[src/rtl/sm_1118_status_tx_if.sv]
// Status-transmit request/response bundle between the status-update block and the UART sender.
// master: status-update side (drives tx_start and su_* fields, observes tx/tx_done/busy).
// slave : UART sender side (samples the request, drives the serial line and status flags).
interface sm_1118_status_tx_if;
    logic       tx_start;    // level request, held until tx_done is seen
    logic [1:0] su_msgtype;  // 0 none, 1 status, 2 finish, 3 error
    logic [1:0] su_sino;     // status-identification number
    logic [1:0] su_color;    // 0 none, 1 red, 2 green, 3 blue
    logic [1:0] su_farm;     // farm number
    logic       tx;          // UART serial line, idle high
    logic       tx_done;     // message-complete acknowledge
    logic       busy;        // high whenever the sender is not idle

    modport master (
        output tx_start, su_msgtype, su_sino, su_color, su_farm,
        input  tx, tx_done, busy
    );

    modport slave (
        input  tx_start, su_msgtype, su_sino, su_color, su_farm,
        output tx, tx_done, busy
    );
endinterface

[src/rtl/sm_1118_status_tx.sv]
// Purpose: formats a status/finish/error message from latched su_* fields and sends it as UART bytes.
// Latency: start bit appears 2 cycles after tx_start is sampled in IDLE; bytes are sent back-to-back.
// Backpressure: none on the line; tx_start is a level request acknowledged by tx_done (held while tx_start=1).
// Ports: clk, rst (synchronous, active-high), bus (sm_1118_status_tx_if.slave).
// Optional: define SM_TX_PARITY_EN to append an even-parity bit after data bit 7 (11-bit frames).
module sm_1118_status_tx #(
    parameter int CLKS_PER_BIT = 434
) (
    input  logic                  clk,
    input  logic                  rst,
    sm_1118_status_tx_if.slave    bus
);

    localparam int CW = (CLKS_PER_BIT > 1) ? $clog2(CLKS_PER_BIT) : 1;
    localparam logic [CW-1:0] BAUD_LAST = CW'(CLKS_PER_BIT - 1);

    typedef enum logic [2:0] {
        IDLE,
        LOAD,
        START,
        DATA,
`ifdef SM_TX_PARITY_EN
        PARITY,
`endif
        STOP,
        NEXT,
        DONE
    } state_t;

    state_t        state, state_nxt;
    logic [CW-1:0] baud_cnt;
    logic [2:0]    bit_cnt;
    logic [3:0]    byte_idx;
    logic [1:0]    msgtype_q, sino_q, color_q, farm_q;
    logic          tx_q, tx_done_q, busy_q;

    logic [3:0]    msg_len;
    logic [7:0]    cur_byte;
    logic [7:0]    color_chr;
    logic          bit_end;
    logic          last_byte;
    logic          tx_nxt;

    assign bit_end   = (baud_cnt == BAUD_LAST);
    assign last_byte = (byte_idx == (msg_len - 4'd1));

    // Message table: the current byte is looked up from the latched fields and byte index.
    always_comb begin
        msg_len   = 4'd0;
        cur_byte  = 8'hFF;
        color_chr = 8'h4E;
        case (color_q)
            2'd1:    color_chr = 8'h52;
            2'd2:    color_chr = 8'h47;
            2'd3:    color_chr = 8'h42;
            default: color_chr = 8'h4E;
        endcase
        case (msgtype_q)
            2'd1: begin
                msg_len = 4'd10;
                case (byte_idx)
                    4'd0:    cur_byte = 8'h53;
                    4'd1:    cur_byte = 8'h49;
                    4'd3:    cur_byte = 8'h30 + {6'd0, sino_q};
                    4'd5:    cur_byte = color_chr;
                    4'd7:    cur_byte = 8'h30 + {6'd0, farm_q};
                    4'd9:    cur_byte = 8'h23;
                    default: cur_byte = 8'h2D;
                endcase
            end
            2'd2, 2'd3: begin
                msg_len = 4'd5;
                case (byte_idx)
                    4'd0:    cur_byte = (msgtype_q == 2'd2) ? 8'h46 : 8'h45;
                    4'd1:    cur_byte = (msgtype_q == 2'd2) ? 8'h49 : 8'h52;
                    4'd2:    cur_byte = (msgtype_q == 2'd2) ? 8'h4E : 8'h52;
                    4'd3:    cur_byte = 8'h2D;
                    default: cur_byte = 8'h23;
                endcase
            end
            default: begin
                msg_len  = 4'd0;
                cur_byte = 8'hFF;
            end
        endcase
    end

    always_ff @(posedge clk) begin
        if (rst) begin
            state <= IDLE;
        end else begin
            state <= state_nxt;
        end
    end

    // Next state plus the line level for the current state; tx is registered from this,
    // so the line trails the state by one cycle and every bit still spans CLKS_PER_BIT cycles.
    always_comb begin
        state_nxt = state;
        tx_nxt    = 1'b1;
        case (state)
            IDLE: begin
                if (bus.tx_start) begin
                    state_nxt = (bus.su_msgtype == 2'd0) ? DONE : LOAD;
                end
            end
            LOAD: state_nxt = START;
            START: begin
                tx_nxt = 1'b0;
                if (bit_end) state_nxt = DATA;
            end
            DATA: begin
                tx_nxt = cur_byte[bit_cnt];
                if (bit_end && (bit_cnt == 3'd7)) begin
`ifdef SM_TX_PARITY_EN
                    state_nxt = PARITY;
`else
                    state_nxt = STOP;
`endif
                end
            end
`ifdef SM_TX_PARITY_EN
            PARITY: begin
                tx_nxt = ^cur_byte;
                if (bit_end) state_nxt = STOP;
            end
`endif
            STOP: begin
                tx_nxt = 1'b1;
                if (bit_end) state_nxt = NEXT;
            end
            NEXT: state_nxt = last_byte ? DONE : START;
            DONE: begin
                if (!bus.tx_start) state_nxt = IDLE;
            end
            default: state_nxt = IDLE;
        endcase
    end

    always_ff @(posedge clk) begin
        if (rst) begin
            tx_q      <= 1'b1;
            tx_done_q <= 1'b0;
            busy_q    <= 1'b0;
            baud_cnt  <= '0;
            bit_cnt   <= 3'd0;
            byte_idx  <= 4'd0;
            msgtype_q <= 2'd0;
            sino_q    <= 2'd0;
            color_q   <= 2'd0;
            farm_q    <= 2'd0;
        end else begin
            tx_q      <= tx_nxt;
            tx_done_q <= (state_nxt == DONE);
            busy_q    <= (state_nxt != IDLE);

            // Fields are captured only on the accepting edge so later su_* changes cannot corrupt the message.
            if ((state == IDLE) && bus.tx_start) begin
                msgtype_q <= bus.su_msgtype;
                sino_q    <= bus.su_sino;
                color_q   <= bus.su_color;
                farm_q    <= bus.su_farm;
            end

            if (state == LOAD) begin
                byte_idx <= 4'd0;
            end else if ((state == NEXT) && !last_byte) begin
                byte_idx <= byte_idx + 4'd1;
            end

            case (state)
                START, DATA,
`ifdef SM_TX_PARITY_EN
                PARITY,
`endif
                STOP:    baud_cnt <= bit_end ? '0 : baud_cnt + 1'b1;
                default: baud_cnt <= '0;
            endcase

            if (state == START) begin
                bit_cnt <= 3'd0;
            end else if ((state == DATA) && bit_end) begin
                bit_cnt <= bit_cnt + 3'd1;
            end
        end
    end

    assign bus.tx      = tx_q;
    assign bus.tx_done = tx_done_q;
    assign bus.busy    = busy_q;

endmodule
[src/flat_wrapper.sv]
// flat-port wrapper written by rule: the top's interface ports become plain ports
module sm_1118_status_tx_flat 
#(
    parameter int CLKS_PER_BIT = 434
)
  (clk, rst, bus_tx_start, bus_su_msgtype, bus_su_sino, bus_su_color, bus_su_farm, bus_tx, bus_tx_done, bus_busy);
  sm_1118_status_tx_if bus_i ();
  input  logic clk;
  input  logic rst;
  input wire logic [$bits(bus_i.tx_start)-1:0] bus_tx_start;
  input wire logic [$bits(bus_i.su_msgtype)-1:0] bus_su_msgtype;
  input wire logic [$bits(bus_i.su_sino)-1:0] bus_su_sino;
  input wire logic [$bits(bus_i.su_color)-1:0] bus_su_color;
  input wire logic [$bits(bus_i.su_farm)-1:0] bus_su_farm;
  output wire logic [$bits(bus_i.tx)-1:0] bus_tx;
  output wire logic [$bits(bus_i.tx_done)-1:0] bus_tx_done;
  output wire logic [$bits(bus_i.busy)-1:0] bus_busy;
  assign bus_i.tx_start = bus_tx_start;
  assign bus_i.su_msgtype = bus_su_msgtype;
  assign bus_i.su_sino = bus_su_sino;
  assign bus_i.su_color = bus_su_color;
  assign bus_i.su_farm = bus_su_farm;
  assign bus_tx = bus_i.tx;
  assign bus_tx_done = bus_i.tx_done;
  assign bus_busy = bus_i.busy;
  sm_1118_status_tx #(.CLKS_PER_BIT(CLKS_PER_BIT)) u_core (.clk(clk), .rst(rst), .bus(bus_i));
endmodule
[config.mk]
export PLATFORM = sky130hd
export DESIGN_NAME = sm_1118_status_tx_flat
export DESIGN_NICKNAME = d
export VERILOG_FILES = /design/src/rtl/sm_1118_status_tx_if.sv /design/src/rtl/sm_1118_status_tx.sv /design/src/flat_wrapper.sv
export SDC_FILE = /design/constraint.sdc
export NUM_CORES = 1
export LEC_CHECK = 0
export ABC_CLOCK_PERIOD_IN_PS = 2580
export BUFFER_PORTS_ARGS = -buffer_cell sky130_fd_sc_hd__clkbuf_2
export CAP_MARGIN = 20
export CORE_MARGIN = 5
export CORE_UTILIZATION = 35
export CTS_CLUSTER_DIAMETER = 50
export DETAILED_ROUTE_END_ITERATION = 7
export GPL_TIMING_DRIVEN = 0
export PLACE_DENSITY = 0.61
export SETUP_SLACK_MARGIN = 0.05
export SLEW_MARGIN = 20
export SYNTH_ARGS = -nofsm -noshare
export SYNTH_HDL_FRONTEND = slang
export SYNTH_SLANG_ARGS = --single-unit
[constraint.sdc]
create_clock -name clk -period 2.58 [get_ports clk]
set_input_delay 0.387 -clock clk [delete_from_list [all_inputs] [get_ports clk]]
set_output_delay 0.387 -clock clk [all_outputs]
set_load 0.03 [all_outputs]
== Word level (Yosys, flattened, before mapping) ==
Cells that the tools add are included.
Storage, ports and cells
  bits of input ports: 11
  word-level logic and storage cells: 74
  output and inout port bits: 3
  register bits: 30
Cells by class
  bitwise logic cells: 1
  mux-type cells: 19
  magnitude comparators: 1
  equality and inequality tests: 22
  add/sub/neg operators: 6
  reduce and logical (&&, ||, !) cells: 14
Operators by type and width (count)
  $pmux 8 s6: 1
  $pmux 8 s4: 1
  $mux 3: 7
  $pmux 3 s7: 1
  $pmux 8 s2: 1
  $eq 3x3->1 const B: 5
  $pmux 5 s3: 1
  $add 6x2->7 const A: 2
  $mux 5: 2
  $add 9x1->9 const B: 1
  $eq 9x9->1 const B: 1
  $eq 2x2->1 const B: 4
  $eq 4x2->1 const B: 2
  $eq 4x3->1 const B: 2
  $pmux 4 s2: 1
  $eq 3x2->1 const B: 2
  $reduce_or 2->1: 3
  $reduce_or 3->1: 2
  $add 4x1->4 const B: 1
  $eq 2x1->1 const B: 2
  $eq 4x1->1 const B: 1
  $eq 4x4->1: 1
  $eq 4x4->1 const B: 1
  $logic_and 1x1->1: 4
  other kinds (14): 14

== Logic depth before layout (Yosys ltp) ==
  depth in word-level cells: 8
  mapped depth: 8
  depth with buffers taken out: 7

== Worst setup path before layout ==
Ideal clock, no wire load.
  path kind: flip-flop to flip-flop
  start point: reg u_core.byte_idx[0]
  end point: reg u_core.tx_q (netlist: u_core.bus.tx)
  required time: 2.455 ns
  slack: 0.756 ns
  clock period less this slack: 1.824 ns
  path buffers: 1
  arrival: 1.699 ns
  cell stages (with the launch flop): 9
  setup time: 0.125 ns
  cells stage by stage: dfxtp_1 -> inv_1 -> ha_1 -> buf_2 -> or4b_2 -> o21ai_0 -> o21ai_0 -> o22ai_1 -> a31oi_1
On the way
  cells in the longest elaborated chain, start to end: 6
  elaborated cells on any way between the ends: 13
  classes of those cells: eq/ne: 6; mux: 6; reduce/logical: 1
RTL lines
  from (decl): line sm_1118_status_tx.sv:33  | logic [3:0] byte_idx;
  from (signal assigned): line sm_1118_status_tx.sv:168  | byte_idx <= byte_idx + 4'd1;
  $eq 4x4->1 (tied with other cells): line sm_1118_status_tx.sv:61  | case (byte_idx)
  $pmux 8 s6 or $pmux 8 s4 (tied branches): line sm_1118_status_tx.sv:61, sm_1118_status_tx.sv:73
  $pmux 8 s2 (*): line sm_1118_status_tx.sv:58  | case (msgtype_q)
  $bmux 1 s3 (*): line sm_1118_status_tx.sv:113  | tx_nxt = cur_byte[bit_cnt];
  $mux 1 (not written as such) (*): line sm_1118_status_tx.sv:113
  $pmux 1 s2 (*): line sm_1118_status_tx.sv:101  | case (state)
  to (signal assigned): line sm_1118_status_tx.sv:153  | tx_q <= tx_nxt;
  to (decl): line sm_1118_status_tx.sv:35  | logic tx_q, tx_done_q, busy_q;
Mark *: on every way between the ends. The rest lies on a longest branch, timed or not. The select of a mux whose other input is x is not followed.
A chain may end at the register's enable or synchronous reset.

== Final worst setup path ==
  start point: reg u_core.byte_idx[1]
  end point: reg u_core.tx_q (netlist: u_core.bus.tx)
Same word-level chain as after synthesis.

==> reports/qor.csv <==
metric,value,unit
syn_to_final_growth,12.6,%
synthArstFlopShare,0,%
cts_tree,built,
ys_warn_count,0,
timing.fmax,473,MHz
critPathArrivalTime,2.32,ns
grt_busiest_layer,met2,
cts.path.max_buffers,2,
vias,1710,
crit_start,u_core.byte_idx[1],
maxCapViolCount,0,
crit_required,2.78,ns
synth_area_per_cell,7.90,µm²
cts_setup_buffers,0,
grt_max_degree,11,
powerDensity,491,nW/µm²
layout_commonest_cell,nor2_1,
vias_per_cell,5.26,
synthDistinctLibCells,55,
antenna_found_initial,0,
hold_path_class,in -> reg,
die_width,83.0,µm
cts_buffers,5,
seq_area_frac_synth,32.2,%
slew_headroom,69.6,%
post-place-ws,0.491,ns
syn_inst,236,
setup_viol,0,
crit_fanout,10,
cts_root_buf,clkbuf_8,
post-route-worst-setup-slack,0.467,ns
cts_sinks,30,
tightest_slew,0.456,ns
ir_drop,0.390,mV
wire_per_inst,13.2,µm
min_to,u_core.color_q[0],
r2r-end,u_core.bus.tx,
rows,26,
worst_r2r_path_depth,8,
grt_pass1_wl,7.62,mm
hold_viol_final,0,
syn_area,1870,µm²
gp_congestion,0.876,
whs_path_depth,3,
end_kind,flip-flop,
drive_gt1_share,15.7,%
period_minus_slack,2.11,ns
worstReg2RegStart,u_core.byte_idx[1],
fin_skew,0.00827,ns
synth_edf_count,0,
die_area,6890,µm²
post_cts_resized,0,
insertion_delay,0.28,ns
core,5140,µm²
synth_nets,255,
startpoint_type,flip-flop,
synth_ff_type,dfxtp_1,
diodes,0,
fin_tns_setup,0,ns
worstHoldStart,bus_su_color[0],
clk_pin_slew,0.07,ns
rsz0062_at_grt,false,
overflow,0,
postCtsHoldBufs,0,
period_share,81.9,%
start_util,36.3,%
grt_use_met1,16.2,%
drv_slew,0,
use_met3,3.37,%
wl,4.30,mm
port_buffers,13,
dieHeight,83.0,µm
grtUsageMet2,22.2,%
drt_iter0_drc,89,
htreeDepth,2,
place_hpwl,3.17,mm
synth_seq_cells,30,
final_cell_mix,"34 x nor2_1, 30 x dfxtp_1, 28 x nand2_1, 15 x a21oi_1, 14 x clkbuf_2",
grt_pass1_vias,1685,
ff2ff_setup_slack,0.47,ns
drt_first_pass_iters,4,
crit_type,reg -> reg,
p_leak,0.817,nW
post-route-util,40.9,%
whs,0.325,ns
post-route-drc-count,0,
ioPinCount,14,
track_usage,13.2,%
outcome,"finished, final reports clean",
nets,275,
antenna_left,0,
[cells by family (layout without fill, tap and decap cells)]
family | count (synthesis) | count (layout) | synth area share, %
AND/OR/NAND/NOR | 107 | 107 | 29.6
multiplexers | 7 | 7 | 3.82
buffers and inverters | 26 | 45 | 5.90
adder cells (fa/ha/maj) | 8 | 8 | 5.37
flip-flops | 30 | 30 | 32.2
AO/OA/AOI/OAI | 48 | 48 | 18.4
XOR/XNOR | 10 | 10 | 4.69
[area by class of cell]
class,instances,area [µm²]
Buffer,14,65.1
Clock buffer,6,82.6
Fill cell,570,3040
Inverter,12,45.0
Multi-Input combinational cell,180,1150
Sequential cell,30,601
Tap cell,70,87.6
Timing Repair Buffer,13,65.1
[cell usage after synthesis (all sizes together) (2+ instances only)]
cell type / number / area, µm²
xnor2: 6 / 52.6
and3: 6 / 40.0
nand2: 28 / 105
dfxtp: 30 / 601
a21oi: 16 / 83.8
xor2: 4 / 35.0
ha: 8 / 100
nand4b: 2 / 17.5
a31oi: 3 / 18.8
nand3: 7 / 35.0
nand2b: 6 / 37.5
buf: 7 / 37.5
nor3: 4 / 31.3
or4: 4 / 30.0
or4b: 2 / 23.8
o21ai: 8 / 43.8
o311ai: 2 / 35.0
nand4: 2 / 12.5
a22oi: 2 / 15.0
nor2b: 2 / 12.5
o211ai: 2 / 15.0
a221oi: 4 / 41.3
mux2i: 6 / 60.1
clkbuf: 7 / 27.5
nor2: 34 / 128
inv: 12 / 45.0
or3b: 2 / 17.5
or3: 2 / 12.5
[worst max-delay path: stages (launching register included)]
cell and delay, ns:
dfxtp_1 0.37, inv_1 0.11, ha_1 0.19, clkbuf_1 0.38, nand4b_1 0.15, a31o_2 0.26
a221oi_1 0.27, o22ai_1 0.13, a31oi_1 0.17
[report_power, final]
part / switching, W / internal, W / total (W)
clock network: 0.000166 / 0.000205 / 0.000372
logic: 0.000104 / 0.0000579 / 0.000162
registers: 0.0000131 / 0.000485 / 0.000498
total: 0.000283 / 0.000748 / 0.00103
[stage by stage]
step / total power, W / cells / cell area (µm²)
after floorplan: 0.000624 / 236 / 1870
after global placement: 0.000670 / 319 / 2020
after detailed placement: 0.000672 / 319 / 2020
after CTS: 0.00105 / 325 / 2100
after global routing: 0.00109 / 325 / 2100
final: 0.00103 / 325 / 2100
[metal layers]
metal / wire [µm] / vias up
li1: - / 869
met1: 1990 / 801
met2: 2080 / 38
met3: 200 / 2
met4: 30 / 0
met5: 0 / -
[worst max-delay path by stage]
stage	slack, ns	end	depth (start not counted)
2_1_floorplan	0.76	u_core.bus.tx	8
3_3_place_gp	0.48	u_core.bus.tx	8
3_5_place_dp	0.49	u_core.bus.tx	8
4_1_cts	0.48	u_core.bus.tx	8
5_1_grt	0.35	u_core.bus.tx	8
6_report	0.47	u_core.bus.tx	8
[flip-flops by register name, summed over array words and instances, names as in the netlist]
signal	cells
u_core.baud_cnt	9
u_core.bit_cnt	3
u_core.bus.busy	1
u_core.bus.tx	1
u_core.bus.tx_done	1
u_core.byte_idx	4
u_core.color_q	2
u_core.farm_q	2
u_core.msgtype_q	2
u_core.sino_q	2
u_core.state	3
Note: power is estimated with default switching activity, not from simulation.
